==> src/rtl/alu_arb_pkg.sv <==
// alu_arb_pkg: shared definitions for the ALU arbiter.
//  - ALU select encodings (ADD=0 .. AND=9, SELA=14, SELB=15)
//  - is_illegal_sel(): flags the reserved select range 4'b1010..4'b1101
//  - arbiter FSM state enum
package alu_arb_pkg;

    typedef enum logic [3:0] {
        AluAdd  = 4'd0,
        AluSub  = 4'd1,
        AluSll  = 4'd2,
        AluSlt  = 4'd3,
        AluSltu = 4'd4,
        AluXor  = 4'd5,
        AluSrl  = 4'd6,
        AluSra  = 4'd7,
        AluOr   = 4'd8,
        AluAnd  = 4'd9,
        AluSelA = 4'd14,
        AluSelB = 4'd15
    } alu_sel_e;

    localparam logic [3:0] ILLEGAL_SEL_LO = 4'd10;
    localparam logic [3:0] ILLEGAL_SEL_HI = 4'd13;

    typedef enum logic {
        StIdle,
        StResp
    } state_e;

    function automatic logic is_illegal_sel(input logic [3:0] sel);
        return (sel >= ILLEGAL_SEL_LO) && (sel <= ILLEGAL_SEL_HI);
    endfunction

endpackage

==> src/rtl/rr_arbiter.sv <==
// rr_arbiter: combinational round-robin pick.
//  Scans the request vector circularly starting at ptr and returns the first
//  set bit as a one-hot grant plus its encoded index.
// Ports:
//  req          in   NUM_REQ  request vector
//  ptr          in   ID_W     highest-priority position this cycle
//  grant        out  NUM_REQ  one-hot grant, zero when no request
//  grant_idx    out  ID_W     encoded grant (0 when no request)
//  grant_valid  out  1        any request present
module rr_arbiter #(
    parameter int unsigned NUM_REQ = 4,
    parameter int unsigned ID_W    = $clog2(NUM_REQ)
) (
    input  logic [NUM_REQ-1:0] req,
    input  logic [ID_W-1:0]    ptr,
    output logic [NUM_REQ-1:0] grant,
    output logic [ID_W-1:0]    grant_idx,
    output logic               grant_valid
);

    always_comb begin
        int unsigned idx;
        grant       = '0;
        grant_idx   = '0;
        grant_valid = 1'b0;
        idx         = 0;
        for (int unsigned k = 0; k < NUM_REQ; k++) begin
            // Modulo handles NUM_REQ that are not a power of two.
            idx = (32'(ptr) + k) % NUM_REQ;
            if (!grant_valid && req[idx]) begin
                grant[idx]  = 1'b1;
                grant_idx   = ID_W'(idx);
                grant_valid = 1'b1;
            end
        end
    end

endmodule

==> src/rtl/alu_arbiter.sv <==
// alu_arbiter: shares one single-cycle integer ALU between NUM_REQ requesters.
//  Round-robin grant, one operation in flight, registered result on a shared
//  response port tagged with the requester ID. Back-to-back operation gives one
//  result per cycle while rsp_ready stays high.
// Ports:
//  clk, rst_n                  clock (rising edge), async active-low reset
//  req_valid / req_ready       per-requester handshake, req_ready one-hot or zero
//  req_data_a / req_data_b     packed operands, requester i at slice i
//  req_alusel                  packed ALU selects
//  alu_data_a/_b, alu_sel      to the ALU
//  alu_data_out                combinational ALU result
//  rsp_valid / rsp_ready       response handshake
//  rsp_data, rsp_id, rsp_err   registered result, owner ID, illegal-select flag
// Build option:
//  ALU_ARB_PERF_EN  adds perf_ops[31:0] (accepted requests) and
//                   perf_stall[31:0] (cycles with rsp_valid & !rsp_ready),
//                   both saturating.
module alu_arbiter
    import alu_arb_pkg::*;
#(
    parameter int unsigned WIDTH_DATA_LENGTH   = 32,
    parameter int unsigned WIDTH_ALUSEL_LENGTH = 4,
    parameter int unsigned NUM_REQ             = 4,
    parameter int unsigned ID_W                = $clog2(NUM_REQ)
) (
    input  logic                                   clk,
    input  logic                                   rst_n,
    input  logic [NUM_REQ-1:0]                     req_valid,
    output logic [NUM_REQ-1:0]                     req_ready,
    input  logic [NUM_REQ*WIDTH_DATA_LENGTH-1:0]   req_data_a,
    input  logic [NUM_REQ*WIDTH_DATA_LENGTH-1:0]   req_data_b,
    input  logic [NUM_REQ*WIDTH_ALUSEL_LENGTH-1:0] req_alusel,
    output logic [WIDTH_DATA_LENGTH-1:0]           alu_data_a,
    output logic [WIDTH_DATA_LENGTH-1:0]           alu_data_b,
    output logic [WIDTH_ALUSEL_LENGTH-1:0]         alu_sel,
    input  logic [WIDTH_DATA_LENGTH-1:0]           alu_data_out,
    output logic                                   rsp_valid,
    input  logic                                   rsp_ready,
    output logic [WIDTH_DATA_LENGTH-1:0]           rsp_data,
    output logic [ID_W-1:0]                        rsp_id,
    output logic                                   rsp_err
`ifdef ALU_ARB_PERF_EN
    ,
    output logic [31:0]                            perf_ops,
    output logic [31:0]                            perf_stall
`endif
);

    localparam int unsigned DW = WIDTH_DATA_LENGTH;
    localparam int unsigned SW = WIDTH_ALUSEL_LENGTH;

    state_e                  state_q;
    logic [ID_W-1:0]         rr_ptr_q;
    logic                    rsp_valid_q;
    logic [DW-1:0]           rsp_data_q;
    logic [ID_W-1:0]         rsp_id_q;
    logic                    rsp_err_q;
    // Copy of the operands last sent to the ALU, replayed while stalled so the
    // ALU inputs stay put even if the accepted requester has moved on.
    logic [DW-1:0]           hold_a_q;
    logic [DW-1:0]           hold_b_q;
    logic [SW-1:0]           hold_sel_q;

    logic [DW-1:0]           slice_a   [NUM_REQ];
    logic [DW-1:0]           slice_b   [NUM_REQ];
    logic [SW-1:0]           slice_sel [NUM_REQ];

    logic [NUM_REQ-1:0]      grant;
    logic [ID_W-1:0]         grant_idx;
    logic                    grant_valid;
    logic                    can_accept;
    logic                    grant_fire;
    logic                    stalled;
    logic                    sel_illegal;
    logic [ID_W-1:0]         rr_ptr_next;

    for (genvar i = 0; i < NUM_REQ; i++) begin : g_unpack
        assign slice_a[i]   = req_data_a[i*DW +: DW];
        assign slice_b[i]   = req_data_b[i*DW +: DW];
        assign slice_sel[i] = req_alusel[i*SW +: SW];
    end

    rr_arbiter #(
        .NUM_REQ (NUM_REQ),
        .ID_W    (ID_W)
    ) u_rr_arbiter (
        .req         (req_valid),
        .ptr         (rr_ptr_q),
        .grant       (grant),
        .grant_idx   (grant_idx),
        .grant_valid (grant_valid)
    );

    // rst_n gates acceptance so nothing handshakes while reset is held.
    assign can_accept = rst_n && ((state_q == StIdle) || rsp_ready);
    assign grant_fire = can_accept && grant_valid;
    assign stalled    = (state_q == StResp) && !rsp_ready;
    assign req_ready  = grant_fire ? grant : '0;

    always_comb begin
        alu_data_a = slice_a[rr_ptr_q];
        alu_data_b = slice_b[rr_ptr_q];
        alu_sel    = slice_sel[rr_ptr_q];
        if (grant_fire) begin
            alu_data_a = slice_a[grant_idx];
            alu_data_b = slice_b[grant_idx];
            alu_sel    = slice_sel[grant_idx];
        end else if (stalled) begin
            alu_data_a = hold_a_q;
            alu_data_b = hold_b_q;
            alu_sel    = hold_sel_q;
        end
    end

    assign sel_illegal = is_illegal_sel(4'(alu_sel));
    assign rr_ptr_next = (grant_idx == ID_W'(NUM_REQ - 1)) ? '0 : grant_idx + ID_W'(1);

`ifdef ALU_ARB_PERF_EN
    logic [31:0] perf_ops_q;
    logic [31:0] perf_stall_q;
    assign perf_ops   = perf_ops_q;
    assign perf_stall = perf_stall_q;
`endif

    always_ff @(posedge clk or negedge rst_n) begin
        if (!rst_n) begin
            state_q     <= StIdle;
            rr_ptr_q    <= '0;
            rsp_valid_q <= 1'b0;
            rsp_data_q  <= '0;
            rsp_id_q    <= '0;
            rsp_err_q   <= 1'b0;
            hold_a_q    <= '0;
            hold_b_q    <= '0;
            hold_sel_q  <= '0;
`ifdef ALU_ARB_PERF_EN
            perf_ops_q   <= '0;
            perf_stall_q <= '0;
`endif
        end else begin
            if (grant_fire) begin
                state_q     <= StResp;
                rsp_valid_q <= 1'b1;
                // The ALU output is meaningless for reserved selects.
                rsp_data_q  <= sel_illegal ? '0 : alu_data_out;
                rsp_id_q    <= grant_idx;
                rsp_err_q   <= sel_illegal;
                rr_ptr_q    <= rr_ptr_next;
                hold_a_q    <= alu_data_a;
                hold_b_q    <= alu_data_b;
                hold_sel_q  <= alu_sel;
            end else if ((state_q == StResp) && rsp_ready) begin
                state_q     <= StIdle;
                rsp_valid_q <= 1'b0;
            end
`ifdef ALU_ARB_PERF_EN
            if (grant_fire && (perf_ops_q != '1)) begin
                perf_ops_q <= perf_ops_q + 32'd1;
            end
            if (rsp_valid_q && !rsp_ready && (perf_stall_q != '1)) begin
                perf_stall_q <= perf_stall_q + 32'd1;
            end
`endif
        end
    end

    assign rsp_valid = rsp_valid_q;
    assign rsp_data  = rsp_data_q;
    assign rsp_id    = rsp_id_q;
    assign rsp_err   = rsp_err_q;

endmodule
==> config.mk <==
export PLATFORM = sky130hd
export DESIGN_NAME = alu_arbiter
export DESIGN_NICKNAME = d
export VERILOG_FILES = /design/src/rtl/alu_arb_pkg.sv /design/src/rtl/rr_arbiter.sv /design/src/rtl/alu_arbiter.sv
export SDC_FILE = /design/constraint.sdc
export NUM_CORES = 1
export LEC_CHECK = 0
export ABC_AREA = 1
export CAP_MARGIN = 20
export CORE_AREA = 2 2 165 167
export CTS_BUF_LIST = sky130_fd_sc_hd__clkbuf_8
export DETAILED_ROUTE_END_ITERATION = 10
export DIE_AREA = 0 0 167 169
export PLACE_DENSITY = 0.74
export SETUP_SLACK_MARGIN = 0.02
export SYNTH_ARGS = -nofsm -noshare
export SYNTH_HDL_FRONTEND = slang
export SYNTH_SLANG_ARGS = --single-unit
==> constraint.sdc <==
create_clock -name clk -period 2.95 [get_ports clk]
set_input_delay 0.4425 -clock clk [delete_from_list [all_inputs] [get_ports clk]]
set_output_delay 0.4425 -clock clk [all_outputs]
set_load 0.005 [all_outputs]
# Word-level counts from Yosys, hierarchy flattened
# Cells that the tools add are included.
dict set report totals {
  wordCells 106
  ff_bits 106
  mem_bits_rw 0
  output_inout_bits 108
  inputBits 311
  latch_bits 0
  n_memories 0
  mem_bits_ro 0
}
dict set report classes {
  n_bitwise 6
  mul 0
  n_div 0
  reduce_logical 18
  n_mux 57
  shift 0
  n_lt_le_gt_ge 12
  eq_ne 1
  n_addsub 4
}
# operator n
set ops {}
lappend ops {{$mux 32} 13}
lappend ops {{$bmux 32 s2} 4}
lappend ops {{$mux 4} 11}
lappend ops {{$bmux 4 s2} 2}
lappend ops {{$mux 1} 14}
lappend ops {{$logic_and 1x1->1} 12}
lappend ops {{$lt 2x3->1 const B} 4}
lappend ops {{$or 4x4->4} 3}
lappend ops {{$mux 2} 5}
lappend ops {{$bmux 1 s2} 4}
lappend ops {{$demux 1 s2} 4}
lappend ops {{$ge 2x1->1 const B} 4}
lappend ops {{$ge 3x3->1 const B} 2}
lappend ops {{$not 2->3} 2}
lappend ops {{$add 2x1->2 const B} 2}
lappend ops {{$add 2x2->2 const B} 2}
lappend ops {{$ge 4x4->1 const B} 1}
lappend ops {{$le 4x4->1 const B} 1}
lappend ops {{$logic_not 1->1} 4}
lappend ops {{$eq 2x2->1 const B} 1}
lappend ops {{$reduce_bool 2->1} 1}
lappend ops {{$logic_or 1x1->1} 1}
lappend ops {{$not 1->1} 1}

# Longest topological paths before layout
dict set report logic_depth {
  depth_word 20
  ltp_mapped 22
}

# By module
# Synthesis repeated with hierarchy kept, for this count alone.
dict set report hier_totals {
  cells_unflattened 1613
  hier_area_um2 9532.9
}
# module seq_area_each_um2 cells_each instances area_each_um2
set modules_own_cells {}
lappend modules_own_cells {alu_arbiter 2652.5 1539 1 9092.5}
lappend modules_own_cells {rr_arbiter 0.0 74 1 440.4}

# Worst setup path after synthesis
# Ideal clock, no wire load.
dict set report synth_timing {
  kind {flip-flop to output port}
  startpoint {register rr_ptr_q[1]}
  endpoint {output port alu_data_a[29]}
  t_arrival_ns 2.781
  path_slack_ns -0.273
  required_time_ns 2.508
  path_stages_with_launch 17
  n_path_buf 3
  path_cell_list {dfrtp_1 > inv_2 > clkbuf_1 > ha_1 > inv_1 > nand3_2 > nand2_2 > inv_2 > nor2_4 > nand4_1 > a21oi_4 > buf_2 > buf_2 > o211ai_1 > o21ai_1 > inv_1 > nand2_1}
}
dict set report synth_between {
  elab_chain_len 17
  elab_cells_between_ends 36
  classes_between {add/sub: 3; mux: 24; bitwise: 2; reduce/logical: 7}
}
# item line
set synth_lines {}
lappend synth_lines {{start, declared} alu_arbiter.sv:53} ;# logic [ID_W-1:0] rr_ptr_q;
lappend synth_lines {{start signal, assigned} alu_arbiter.sv:148} ;# rr_ptr_q <= rr_ptr_next;
lappend synth_lines {{parallel branches: the longest is 16 deep, another holds $add 2x1->2} n/a}
lappend synth_lines {{$mux 32 *} alu_arbiter.sv:104} ;# if (grant_fire) begin
lappend synth_lines {{end, declared} alu_arbiter.sv:33} ;# output logic [WIDTH_DATA_LENGTH-1:0] alu_data_a,
# Mark *: on every way between the ends. The select of a mux whose other input is x is not followed.

# Worst setup path after layout
dict set report layout_timing {
  startpoint {register rr_ptr_q[0]}
  endpoint {output port alu_data_a[9]}
}
# The elaborated chain is that of the path after synthesis.

==> insert_results.sql <==
INSERT INTO impl_metrics (metric_group, metric, value, unit) VALUES
('placed_design', 'hpwlAfterDp', '28.9', 'mm'),
('sta', 'period_utilisation_layout', '1.19', ''),
('run', 'maxCapViolCount', '0', ''),
('sta', 'max_freq', '284', 'MHz'),
('cts', 'cts_buffers', '9', ''),
('routing', 'route.detailed.drc', '0', ''),
('synthesis', 'synth.distinct_cells', '34', ''),
('placed_design', 'post_dp_cell_area', '0.0154', 'mm^2'),
('cts', 'cts_tree', 'built', ''),
('critical_path', 'r2r_slack', '-570', 'ps'),
('synthesis', 'syn_nets', '1921', ''),
('critical_path', 'path_class', 'flip-flop to primary output', ''),
('routing', 'number_of_detailed_routing_iterations_run_before_antenna_repair', '6', ''),
('critical_path', 'critical_path.endpoint_type', 'primary output', ''),
('floorplan', 'design.die.area', '0.0282', 'mm^2'),
('critical_path', 'critical_path.startpoint_type', 'flip-flop', ''),
('critical_path', 'crit_fanout', '7', ''),
('sta', 'rsz_0062_raised_after_global_routing', 'yes', ''),
('critical_path', 'required_time_of_the_critical_path', '2510', 'ps'),
('sta', 'worst_hold_slack', '246', 'ps'),
('grt', 'gr-usage-all-layers', '0.317', ''),
('sta', 'clock_skew', '14.8', 'ps'),
('synthesis', 'multiplexer_share_of_the_synthesized_area', '0', ''),
('cts', 'holdBufCountCts', '0', ''),
('power', 'power_leakage', '8.77', 'nW'),
('sta', 'post-route-worst-setup-slack', '-574', 'ps'),
('sta', 'timing_max_transition_violations_final', '0', ''),
('floorplan', 'floorplan.initialDensity', '0.369', ''),
('sta', 'max-slew-margin-rel', '0.330', ''),
('cts', 'cts.root.buffer_cell', 'sky130_fd_sc_hd__clkbuf_8', ''),
('synthesis', 'post_synth_xor_area_fraction', '0.000895', ''),
('floorplan', 'die_w', '167', 'um'),
('grt', 'pin_count_of_the_biggest_net_entering_global_routing', '107', ''),
('cts', 'insertion_delay', '390', 'ps'),
('cells_and_area', 'final_common_cell', 'sky130_fd_sc_hd__clkdlybuf4s50_1', ''),
('floorplan', 'core_area', '0.0265', 'mm^2'),
('status', 'violations', 'negative setup slack', ''),
('routing', 'finalWirelength', '47.5', 'mm'),
('synthesis', 'synth-seq-area-share', '0.271', ''),
('cts', 'clock_pin_slew_worst_setup_and_hold_paths', '110', 'ps'),
('synthesis', 'yosys-top-cells-area', 'sky130_fd_sc_hd__dfrtp_1 27%, sky130_fd_sc_hd__nand2_1 16%, sky130_fd_sc_hd__o21ai_0 11%', ''),
('placed_design', 'globalplace.congestion', '0.935', ''),
('synthesis', 'yosys.area.top_type_share', '0.271', ''),
('routing', 'drt_first_iter_violations', '1232', ''),
('synthesis', 'synth_simple_gate_area_share', '0.229', ''),
('worst_hold_path', 'type_of_the_most_critical_hold_path', 'input pin to asynchronous set/reset pin', ''),
('sta', 'finalSetupViolCount', '111', ''),
('synthesis', 'synth.avg_cell_area', '6.11', 'um^2'),
('grt', 'first_global_vias', '14423', ''),
('floorplan', 'rows', '60', ''),
('synthesis', 'yosys_warnings', '0', ''),
('power', 'cell_area_power_density', '1480', 'mW/mm^2'),
('synthesis', 'synthCells', '1602', ''),
('cts', 'cts.sink_count', '106', ''),
('cts', 'clock_tree.htree_level_count', '3', ''),
('cells_and_area', 'final_layout_size_suffix_gt1_frac', '0.258', ''),
('synthesis', 'syn_area', '0.00978', 'mm^2'),
('synthesis', 'post_synthesis_compound_gate_area_fraction', '0.334', ''),
('critical_path', 'critical_path_arrival', '3080', 'ps'),
('routing', 'vias_per_cell', '5.44', ''),
('placed_design', 'numPortBuffers', '418', ''),
('critical_path', 'worstRegToRegCells', '28', ''),
('cells_and_area', 'diodes', '0', ''),
('synthesis', 'synth_area_leader_cell', 'sky130_fd_sc_hd__dfrtp_1', ''),
('grt', 'grt-ovfl-total', '0', ''),
('cells_and_area', 'num-nets-final', '2570', ''),
('status', 'status', 'complete, but fails checks', ''),
('floorplan', 'io_pins', '419', ''),
('synthesis', 'synth_top_family_by_area', 'compound AO/OA/AOI/OAI gates', ''),
('power', 'irDropWorstVdd', '1.12', 'mV'),
('sta', 'hold_violations', '0', '');
## state kept, by name, indices dropped and copies added, names as in the netlist
signal,flops
rsp_err,1
rsp_data,32
rr_ptr_q,2
hold_sel_q,4
hold_a_q,32
hold_b_q,32
rsp_id,2
rsp_valid,1
## power breakdown
group	internal, mW	switching [mW]
Sequential	2.20	0.278
Combinational	11.8	11.3
Clock	0.428	0.584
## path summary, 6_finish.rpt
| kind | endpoint | from |
|---|---|---|
| setup / recovery | alu_data_a[9] | rr_ptr_q[0]$_DFFE_PN0N_ |
| hold / removal | rsp_valid$_DFFE_PN0P_ | rst_n |
| setup reg to reg | hold_b_q[28]$_DFFE_PN0N_ | rr_ptr_q[0]$_DFFE_PN0N_ |
| hold reg to reg | rsp_err$_DFFE_PN0N_ | rsp_err$_DFFE_PN0N_ |
| max in group asynchronous | hold_a_q[26]$_DFFE_PN0N_ | rst_n |
| min in group clk | rsp_err$_DFFE_PN0N_ | rsp_err$_DFFE_PN0N_ |
## timing repair
| action | in CTS | in global routing |
|---|---|---|
| pin swaps | 60 | 98 |
| gates cloned | 11 | 4 |
| endpoints found under the setup margin | 104 | 133 |
| resized for setup | 464 | 220 |
| buffers inserted | 223 | 60 |
## synth_stat cells
cell	number
sky130_fd_sc_hd__a21oi_4	1
sky130_fd_sc_hd__a221oi_1	1
sky130_fd_sc_hd__nor2_2	1
sky130_fd_sc_hd__o221ai_1	1
sky130_fd_sc_hd__buf_1	8
sky130_fd_sc_hd__inv_2	5
sky130_fd_sc_hd__o21ai_1	65
sky130_fd_sc_hd__nand3_4	1
sky130_fd_sc_hd__nand3_1	18
sky130_fd_sc_hd__o21ai_0	206
sky130_fd_sc_hd__nor2_4	2
sky130_fd_sc_hd__a22oi_1	2
sky130_fd_sc_hd__a31oi_1	3
sky130_fd_sc_hd__o211ai_1	65
sky130_fd_sc_hd__nand4_1	2
sky130_fd_sc_hd__ha_1	8
sky130_fd_sc_hd__nand2_4	2
sky130_fd_sc_hd__a21oi_1	137
sky130_fd_sc_hd__inv_4	1
sky130_fd_sc_hd__buf_4	3
sky130_fd_sc_hd__nand4_2	1
sky130_fd_sc_hd__nand2_2	10
sky130_fd_sc_hd__inv_1	255
sky130_fd_sc_hd__a32o_1	65
sky130_fd_sc_hd__buf_6	4
sky130_fd_sc_hd__xnor2_1	1
sky130_fd_sc_hd__nand3_2	7
sky130_fd_sc_hd__buf_2	30
sky130_fd_sc_hd__nand2_1	405
sky130_fd_sc_hd__dfrtp_1	106
sky130_fd_sc_hd__o22ai_1	2
sky130_fd_sc_hd__clkbuf_1	75
sky130_fd_sc_hd__nor2_1	108
sky130_fd_sc_hd__o21bai_1	1
## cells by family after synthesis
family,after synthesis
AND/OR/NAND/NOR,557
flip-flops,106
AO/OA/AOI/OAI,549
XOR/XNOR,1
buffers and inverters,381
adder cells (fa/ha/maj),8
## critical path, cell delays in order (launching register included)
cell,delay [ps]
sky130_fd_sc_hd__dfrtp_4,530
sky130_fd_sc_hd__inv_4,80
sky130_fd_sc_hd__ha_4,220
sky130_fd_sc_hd__buf_4,150
sky130_fd_sc_hd__nand2_1,60
sky130_fd_sc_hd__nand2_1,70
sky130_fd_sc_hd__nand4_1,130
sky130_fd_sc_hd__nand3_2,150
sky130_fd_sc_hd__buf_6,160
sky130_fd_sc_hd__a21oi_4,190
sky130_fd_sc_hd__buf_12,150
sky130_fd_sc_hd__buf_8,130
sky130_fd_sc_hd__buf_8,130
sky130_fd_sc_hd__buf_6,90
sky130_fd_sc_hd__o211ai_1,80
sky130_fd_sc_hd__o21ai_1,100
sky130_fd_sc_hd__inv_1,90
sky130_fd_sc_hd__nand2_1,70
sky130_fd_sc_hd__buf_2,110
## per-layer routing
metal,track usage,up-vias,part of all wire
met5,0,-,0
met4,0.180,0,0.053
met3,0.0648,199,0.089
met2,0.556,870,0.49
met1,0.361,6494,0.37
li1,-,6561,-
## metrics by stage
step                      instances  setup TNS (ps)  worst slack [ps]  utilization  power [mW]
after floorplan                1602               0              44.4            -        10.8
after global placement         2412          -38250              -558        0.581        18.2
after detailed placement       2412          -44910              -618        0.581        18.5
after CTS                      2659          -46490              -515        0.675        25.5
after global routing           2597          -62610              -728        0.679        28.7
final                          2597          -45550              -574        0.679        26.7
## area by class of cell
| class | count | area [um^2] |
|---|---|---|
| Inverter | 261 | 997 |
| Clock inverter | 6 | 71.3 |
| Sequential cell | 106 | 2660 |
| Clock buffer | 10 | 138 |
| Multi-Input combinational cell | 1115 | 6160 |
| Timing Repair Buffer | 758 | 7560 |
| Fill cell | 2105 | 8490 |
| Tap cell | 341 | 427 |
(Power assumes the default switching activity.)
